==> src/rtl/dcache_2way.sv <==
// 2-way set-associative, write-back, write-allocate data cache with per-set LRU,
// whole-cache flush and saturating hit/miss counters.
module dcache_2way #(
  parameter  int ADDR_W = 8,
  parameter  int SETS   = 4,
  parameter  int WORDS  = 4,
  parameter  int CNT_W  = 16,
  localparam int IDX_W  = $clog2(SETS),
  localparam int OFF_W  = $clog2(WORDS),
  localparam int BLK_W  = 8 * WORDS,
  localparam int TAG_W  = ADDR_W - IDX_W - OFF_W,
  localparam int MEM_AW = ADDR_W - OFF_W
) (
  input  logic              clock,
  input  logic              reset,
  input  logic              i_cpu_read,
  input  logic              i_cpu_write,
  input  logic [ADDR_W-1:0] i_cpu_addr,
  input  logic [7:0]        i_cpu_wdata,
  output logic [7:0]        o_cpu_rdata,
  output logic              o_cpu_busywait,
  output logic              o_mem_read,
  output logic              o_mem_write,
  output logic [MEM_AW-1:0] o_mem_addr,
  output logic [BLK_W-1:0]  o_mem_wdata,
  input  logic [BLK_W-1:0]  i_mem_rdata,
  input  logic              i_mem_busywait,
  input  logic              i_flush_req,
  output logic              o_flush_done,
  output logic [CNT_W-1:0]  o_hit_cnt,
  output logic [CNT_W-1:0]  o_miss_cnt,
  output logic [1:0]        o_dbg_state
);

  typedef enum logic [1:0] {S_IDLE, S_WRITEBACK, S_REFILL, S_FLUSH} state_t;

  state_t r_state, w_next;

  logic [1:0]            r_valid [SETS];
  logic [1:0]            r_dirty [SETS];
  logic [TAG_W-1:0]      r_tag   [SETS][2];
  logic [WORDS-1:0][7:0] r_data  [SETS][2];
  logic [SETS-1:0]       r_lru;

  logic             r_victim;
  logic [IDX_W-1:0] r_idx;
  logic [TAG_W-1:0] r_miss_tag;
  logic [IDX_W:0]   r_fl_ptr;
  logic             r_flush_done;
  logic [CNT_W-1:0] r_hit_cnt, r_miss_cnt;

  logic [TAG_W-1:0] w_tag;
  logic [IDX_W-1:0] w_idx;
  logic [OFF_W-1:0] w_off;
  logic             w_req, w_hit0, w_hit1, w_hit, w_hit_way;
  logic             w_acc_hit, w_miss, w_victim;
  logic [IDX_W-1:0] w_fl_set;
  logic             w_fl_way, w_fl_dirty, w_fl_step, w_fl_last;

  assign w_tag     = i_cpu_addr[ADDR_W-1 -: TAG_W];
  assign w_idx     = i_cpu_addr[OFF_W +: IDX_W];
  assign w_off     = i_cpu_addr[OFF_W-1:0];
  assign w_req     = i_cpu_read ^ i_cpu_write;
  assign w_hit0    = r_valid[w_idx][0] && (r_tag[w_idx][0] == w_tag);
  assign w_hit1    = r_valid[w_idx][1] && (r_tag[w_idx][1] == w_tag);
  assign w_hit     = w_hit0 || w_hit1;
  assign w_hit_way = w_hit1;
  assign w_acc_hit = (r_state == S_IDLE) && w_req && w_hit;
  assign w_miss    = (r_state == S_IDLE) && w_req && !w_hit;
  assign w_victim  = !r_valid[w_idx][0] ? 1'b0 :
                     !r_valid[w_idx][1] ? 1'b1 : r_lru[w_idx];

  // Flush pointer enumerates (set,way) with way0 first: ptr = {set, way}.
  assign w_fl_set   = r_fl_ptr[IDX_W:1];
  assign w_fl_way   = r_fl_ptr[0];
  assign w_fl_dirty = r_dirty[w_fl_set][w_fl_way];
  assign w_fl_step  = !w_fl_dirty || !i_mem_busywait;
  assign w_fl_last  = &r_fl_ptr;

  assign o_cpu_rdata  = r_data[w_idx][w_hit_way][w_off];
  assign o_flush_done = r_flush_done;
  assign o_hit_cnt    = r_hit_cnt;
  assign o_miss_cnt   = r_miss_cnt;
  assign o_dbg_state  = r_state;

  always_comb begin
    w_next         = r_state;
    o_mem_read     = 1'b0;
    o_mem_write    = 1'b0;
    o_mem_addr     = '0;
    o_mem_wdata    = '0;
    o_cpu_busywait = w_req && !((r_state == S_IDLE) && w_hit);
    case (r_state)
      S_IDLE: begin
        if (w_miss)
          w_next = r_dirty[w_idx][w_victim] ? S_WRITEBACK : S_REFILL;
        else if (!w_req && i_flush_req)
          w_next = S_FLUSH;
      end
      S_WRITEBACK: begin
        o_mem_write = 1'b1;
        o_mem_addr  = {r_tag[r_idx][r_victim], r_idx};
        o_mem_wdata = r_data[r_idx][r_victim];
        if (!i_mem_busywait) w_next = S_REFILL;
      end
      S_REFILL: begin
        o_mem_read = 1'b1;
        o_mem_addr = {r_miss_tag, r_idx};
        if (!i_mem_busywait) w_next = S_IDLE;
      end
      S_FLUSH: begin
        if (w_fl_dirty) begin
          o_mem_write = 1'b1;
          o_mem_addr  = {r_tag[w_fl_set][w_fl_way], w_fl_set};
          o_mem_wdata = r_data[w_fl_set][w_fl_way];
        end
        if (w_fl_step && w_fl_last) w_next = S_IDLE;
      end
      default: w_next = S_IDLE;
    endcase
  end

  always_ff @(posedge clock) begin
    if (reset) begin
      r_state      <= S_IDLE;
      r_lru        <= '0;
      r_fl_ptr     <= '0;
      r_flush_done <= 1'b0;
      r_hit_cnt    <= '0;
      r_miss_cnt   <= '0;
      r_victim     <= 1'b0;
      r_idx        <= '0;
      r_miss_tag   <= '0;
      for (int s = 0; s < SETS; s++) begin
        r_valid[s] <= '0;
        r_dirty[s] <= '0;
      end
    end else begin
      r_state      <= w_next;
      r_flush_done <= (r_state == S_FLUSH) && w_fl_step && w_fl_last;
      if (w_acc_hit) begin
        r_lru[w_idx] <= ~w_hit_way;
        if (r_hit_cnt != '1) r_hit_cnt <= r_hit_cnt + 1'b1;
        if (i_cpu_write) begin
          r_data[w_idx][w_hit_way][w_off] <= i_cpu_wdata;
          r_dirty[w_idx][w_hit_way]       <= 1'b1;
        end
      end
      // Miss context is latched so a withdrawn request still completes its refill.
      if (w_miss) begin
        r_victim   <= w_victim;
        r_idx      <= w_idx;
        r_miss_tag <= w_tag;
        if (r_miss_cnt != '1) r_miss_cnt <= r_miss_cnt + 1'b1;
      end
      if ((r_state == S_REFILL) && !i_mem_busywait) begin
        r_data[r_idx][r_victim]  <= i_mem_rdata;
        r_tag[r_idx][r_victim]   <= r_miss_tag;
        r_valid[r_idx][r_victim] <= 1'b1;
        r_dirty[r_idx][r_victim] <= 1'b0;
      end
      if ((r_state == S_FLUSH) && w_fl_step) begin
        r_dirty[w_fl_set][w_fl_way] <= 1'b0;
        r_fl_ptr                    <= r_fl_ptr + 1'b1;
      end
    end
  end

endmodule

==> config.mk <==
export PLATFORM = sky130hd
export DESIGN_NAME = dcache_2way
export DESIGN_NICKNAME = d
export VERILOG_FILES = /design/src/rtl/dcache_2way.sv
export SDC_FILE = /design/constraint.sdc
export NUM_CORES = 1
export LEC_CHECK = 0
export BUFFER_PORTS_ARGS = -buffer_cell sky130_fd_sc_hd__buf_4
export CAP_MARGIN = 5
export CORE_AREA = 2 2 189 191
export CTS_CLUSTER_SIZE = 12
export DETAILED_ROUTE_END_ITERATION = 12
export DIE_AREA = 0 0 191 193
export PLACE_DENSITY_LB_ADDON = 0.2
export SLEW_MARGIN = 20
export SYNTH_ARGS = -nofsm -noshare
export SYNTH_HDL_FRONTEND = slang
export SYNTH_SLANG_ARGS = --single-unit
==> constraint.sdc <==
create_clock -name clock -period 11.56 [get_ports clock]
set_input_delay 3.468 -clock clock [delete_from_list [all_inputs] [get_ports clock]]
set_output_delay 3.468 -clock clock [all_outputs]
set_load 0.01 [all_outputs]
Word level (Yosys, flattened, before mapping)
Memory sizes are Yosys's and may differ from the RTL's. A register that Yosys moved wholly into a read port is not among the register bits.
Cells that the tools add are included.

operators by class
  add/sub/neg operators = 3
  $lt $le $gt $ge = 16
  equality and inequality tests = 11
  multiplexer cells = 96
  bitwise gates (word level) = 5
  reduce and logical (&&, ||, !) cells = 36

operators by type and width
  kind                                                                           count
  32-bit 2-to-1 mux                                                              12
  64-bit 2-to-1 mux                                                              4
  32-bit demux with 1-bit select                                                 2
  2-bit 2-to-1 mux                                                               32
  32-bit case mux with 2 select lines                                            1
  64-bit OR reduction                                                            1
  16-bit by 1-bit adder with 16-bit output (second input constant)               2
  16-bit != test (second input constant)                                         2
  4-bit 2-to-1 mux                                                               7
  8-bit 2-to-1 mux                                                               3
  1-bit 2-to-1 mux                                                               22
  1-bit logical AND                                                              19
  6-bit case mux with 3 select lines                                             1
  8-bit binary-select mux with 2-bit select                                      1
  8-bit demux with 2-bit select                                                  1
  4-bit equality test                                                            2
  1-bit by 2-bit less-than comparator with 1-bit output (second input constant)  4
  2-bit case mux with 4 select lines                                             1
  2-bit OR reduction                                                             4
  2-bit >= comparator (second input constant)                                    3
  2-bit by 3-bit less-than comparator with 1-bit output (second input constant)  2
  6-bit 2-to-1 mux                                                               1
  2-bit != test (second input constant)                                          3
  1-bit inverter with 2-bit output                                               3
  21 further kinds                                                               34

storage, ports and cells
  bits in registers = 49
  RAM bits = 304
  logic and storage cells = 180
  memories kept = 4

memories
  name     depth  bits a word  read ports  clocked after Yosys merged registers in  wr ports  RTL line  text
  r_data   4      64           3           2                                        1         42        logic [WORDS-1:0][7:0] r_data [SETS][2];
  r_tag    4      8            3           2                                        1         41        logic [TAG_W-1:0] r_tag [SETS][2];
  r_dirty  4      2            2           1                                        4         40        logic [1:0] r_dirty [SETS];
  r_valid  4      2            1           0                                        4         39        logic [1:0] r_valid [SETS];

Logic depth before layout (Yosys ltp)
An unclocked memory read counts as a cell.

  word-level depth = 12
  mapped depth = 12

Worst setup path before layout
OpenSTA, ideal clock, no wires.

  path kind = input port to output port
  from = input i_cpu_addr[2]
  to = output o_cpu_rdata[0]
  data arrival time = 5.726 ns
  required time = 8.092 ns
  path slack = 2.366 ns
  cell stages on the path = 7
  cell sequence = buf_6 > buf_2 > buf_2 > buf_2 > mux4_2 > mux4_2 > mux2_2

between the ends
  cells in the longest elaborated chain, start to end = 9

ends and longest elaborated chain
  element                                                 RTL line  text
  start: declaration                                      18        input logic [ADDR_W-1:0] i_cpu_addr,
  memory 4 x 8 bit                                        n/a
  4-bit equality test                                     65        assign w_hit1 = r_valid[w_idx][1] && (r_tag[w_idx][1] == w_tag);
  1-bit logical AND                                       65
  1-bit inverter with 2-bit output (implied by the code)  80        assign o_cpu_rdata = r_data[w_idx][w_hit_way][w_off];
  32-bit 2-to-1 mux (implied by the code) * (3 in a row)  80
  8-bit binary-select mux with 2-bit select *             80
  8-bit 2-to-1 mux (implied by the code) *                80
  end: declaration                                        20        output logic [7:0] o_cpu_rdata,

Every way passes the cells marked *; elsewhere a longest branch is shown, timed or not. The select of a mux whose other input is x is not followed.

Final worst setup path
  from = input i_cpu_addr[2]
  to = output o_cpu_busywait

between the ends
  cells in the longest elaborated chain, start to end = 7

ends and longest elaborated chain
  element                                        RTL line  text
  memory 4 x 8 bit                               n/a
  4-bit equality test, on equally long branches  64, 65
  1-bit logical AND, on equally long branches    64, 65
  1-bit logical OR *                             66        assign w_hit = w_hit0 || w_hit1;
  1-bit logical AND *                            92        o_cpu_busywait = w_req && !((r_state == S_IDLE) && w_hit);
  1-bit logical NOT *                            92
  1-bit logical AND *                            92
  end: declaration                               21        output logic o_cpu_busywait,

Every way passes the cells marked *; elsewhere a longest branch is shown, timed or not.

==> results.sh <==
export IMPL_cts_root_buf="clkbuf_16"
export IMPL_stdcell_count=1869
export IMPL_period_minus_slack_ns=10.18
export IMPL_hpwl_mm=37.2
export IMPL_die_area_mm2=0.0369
export IMPL_layout_common_cells="304 x edfxtp_1, 233 x mux4_2, 158 x buf_4"
export IMPL_path_max_fanout=49
export IMPL_cp_required_ns=8.09
export IMPL_ctsResizeCount=0
export IMPL_combPwrFrac_pct=20.7
export IMPL_seqPwrFrac_pct=44.7
export IMPL_nets=1439
export IMPL_syn_area_mm2=0.0195
export IMPL_drt_first_pass_iters=5
export IMPL_max_cap_violations=0
export IMPL_clkPwrFrac_pct=34.6
export IMPL_status="finished, final reports clean"
export IMPL_dieWidth_um=191
export IMPL_synth_edff_count=304
export IMPL_critPathBufInv=3
export IMPL_path_common_cell="buf_4"
export IMPL_finalSetupViolCount=0
export IMPL_crit_path_end_kind="output pin"
export IMPL_worst_slew_pin_slew_ns=1.16
export IMPL_ys_flop_type="edfxtp_1"
export IMPL_cts_sinks=357
export IMPL_switching_share_pct=28.2
export IMPL_dieHeight_um=193
export IMPL_ctsHoldBuffers=0
export IMPL_drt_iter0_markers=1796
export IMPL_crit_path_cell_trace="buf_6 > buf_4 > mux2i_1 > mux2_2 > a221oi_2 > a211o_1 > nand2_1 > a21oi_1 > buf_4"
export IMPL_rows=69
export IMPL_p_leak_nw=7.60
export IMPL_skew_ns=0.0161
export IMPL_antenna_found_initial=2
export IMPL_timing_final_crit_share_pct=88.1
export IMPL_netlist_area_leader_share_pct=46.7
export IMPL_avgRoutedWirePerCell_um=30.5
export IMPL_seq_area_frac_synth_pct=52.2
export IMPL_min_delay_path_class="register to register"
export IMPL_drive_gt1_share_pct=34.8
export IMPL_cp_top_family="buffers and inverters"
export IMPL_place_ws_ns=1.33
export IMPL_wirelength_mm=57.1
export IMPL_grt_usage_pct=31.5
export IMPL_gp_congestion=0.905
export IMPL_drc_errors=0
export IMPL_critical_path_arrival_ns=6.71
export IMPL_cpMaxStageDelayCell="buf_4"
export IMPL_synth_cell_types=64
export IMPL_grt_pass1_vias=12700
export IMPL_hold_viol=0
export IMPL_yosys_warnings=0
export IMPL_numCtsBuffers=39
export IMPL_tns_ns=0
export IMPL_synthTopCellsByArea="edfxtp_1 47%, mux4_2 27%, dfxtp_1 5.4%"
export IMPL_syn_num_nets=1338
export IMPL_dp_cells=1800
export IMPL_relSlewSlack_pct=22.1
export IMPL_yosys_register_bits=357
export IMPL_clk_pin_slew_ns=0.05
export IMPL_port_buffers=137
export IMPL_htreeDepth=2
export IMPL_io_pins=138
export IMPL_cts_buffer_depth=3
export IMPL_routed_via_density=7.15
export IMPL_synthCells=1280
export IMPL_worstSkewPairLatency_ns=0.55
export IMPL_grt_pass1_wl_mm=83.5
export IMPL_ant_nets=0
export IMPL_synth_top_area_cell="edfxtp_1"
export IMPL_ir_drop_v=0.000114
export IMPL_rsz0062_at_grt="no"
export IMPL_crit_type="input pin to output pin"
export IMPL_vias=13400
export IMPL_max_stage_delay_ns=0.85
export IMPL_synth_area_per_cell_um2=15.3
export IMPL_start_kind="input pin"
export IMPL_fmaxAchievable_ghz=0.0982
export IMPL_p_sw_mw=0.961
export IMPL_power_density_mw_per_mm2=154
export IMPL_core_mm2=0.0350
export IMPL_overflow=0
export IMPL_start_util_pct=55.9
export IMPL_p_int_mw=2.45
export IMPL_area_growth_pct=13.3
export IMPL_postCtsSetupBuffers=0
export IMPL_final_common_cell="edfxtp_1"
export IMPL_setup_ws_ns=1.38
export IMPL_async_flop_share_pct=0
export IMPL_cts_tree="built"
export IMPL_grt_max_degree=73
export IMPL_final_max_slew_viol_count=0
==> sequential cells by signal, summed over array words and instances, names as in the netlist, named ones only <==
register      cells
r_miss_tag        4
r_data          256
o_flush_done      1
r_dirty           8
o_miss_cnt       16
r_tag            32
r_idx             2
r_victim          1
r_fl_ptr          3
o_hit_cnt        16
o_dbg_state       2
r_valid           8
r_lru             4
==> cell families (layout without fill, tap and decap cells) <==
group	count (synthesis)	count (layout)	synth area share (%)
AO/OA/AOI/OAI	155	155	5.00
XOR/XNOR	11	11	0.532
adder cells (fa/ha/maj)	4	4	0.256
buffers and inverters	113	240	2.35
flip-flops	357	357	52.2
multiplexers	338	338	32.4
other	0	1	0
AND/OR/NAND/NOR	302	302	7.27
==> cells in the mapped netlist (10+ instances only) <==
| cell | count |
|---|---|
| a21oi_1 | 48 |
| buf_1 | 25 |
| clkbuf_1 | 65 |
| dfxtp_1 | 53 |
| edfxtp_1 | 304 |
| inv_1 | 12 |
| mux2_2 | 16 |
| mux2i_1 | 88 |
| mux4_2 | 233 |
| nand2_1 | 103 |
| nand3_1 | 19 |
| nor2_1 | 79 |
| nor2b_1 | 11 |
| nor3_1 | 15 |
| o21ai_0 | 23 |
| o22ai_1 | 33 |
| o31ai_1 | 10 |
| or3_1 | 15 |
| or4_1 | 10 |
==> tightest hold or removal path: stages, from the launching register on <==
cell     delay, ns
dfxtp_1       0.32
o21ai_0       0.07
a21oi_1       0.06
==> power by group through the flow <==
stage	registers (mW)	logic (mW)	clock network (mW)
2_1_floorplan	1.51	0.459	0
3_3_place_gp	1.55	0.683	0
3_5_place_dp	1.55	0.694	0
4_1_cts	1.52	0.697	1.19
5_1_grt	1.53	0.748	1.24
6_report	1.52	0.707	1.18
==> final timing paths <==
| path | startpoint | end | slack (ns) | depth (start not counted) |
|---|---|---|---|---|
| worst max-delay path | i_cpu_addr[2] | o_cpu_busywait | 1.38 | 9 |
| worst min-delay path | o_hit_cnt[11] | o_hit_cnt[11] | 0.50 | 2 |
| worst max register to register | r_tag[1][2] | r_data[1][62] | 7.49 | 10 |
| worst min register to register | o_hit_cnt[11] | o_hit_cnt[11] | 0.50 | 2 |
==> per-layer routing <==
metal | part of all wire, % | track usage, % | vias to the layer above
met5 | 0 | 0 | -
met4 | 3.4 | 10.6 | 0
met3 | 13 | 9.00 | 109
met2 | 45 | 46.7 | 953
met1 | 38 | 45.4 | 6834
li1 | - | - | 5476
==> final cells by class <==
| cell class | instances | area (um2) |
|---|---|---|
| Antenna cell | 1 | 2.50 |
| Clock buffer | 50 | 1040 |
| Clock inverter | 17 | 146 |
| Fill cell | 2529 | 12800 |
| Inverter | 13 | 48.8 |
| Multi-Input combinational cell | 810 | 8900 |
| Sequential cell | 357 | 10200 |
| Tap cell | 461 | 577 |
| Timing Repair Buffer | 160 | 1220 |
==> stage by stage <==
stage	hold WS [ns]	instance area, um2	util, %	power [mW]
after floorplan	0.489	19500	-	1.97
after global placement	0.485	20900	59.8	2.23
after detailed placement	0.497	20900	59.8	2.24
after CTS	0.505	22100	63.2	3.41
after global routing	0.535	22100	63.3	3.52
final	0.502	22100	63.3	3.41
No activity file was read; power rests on OpenSTA's default activity.
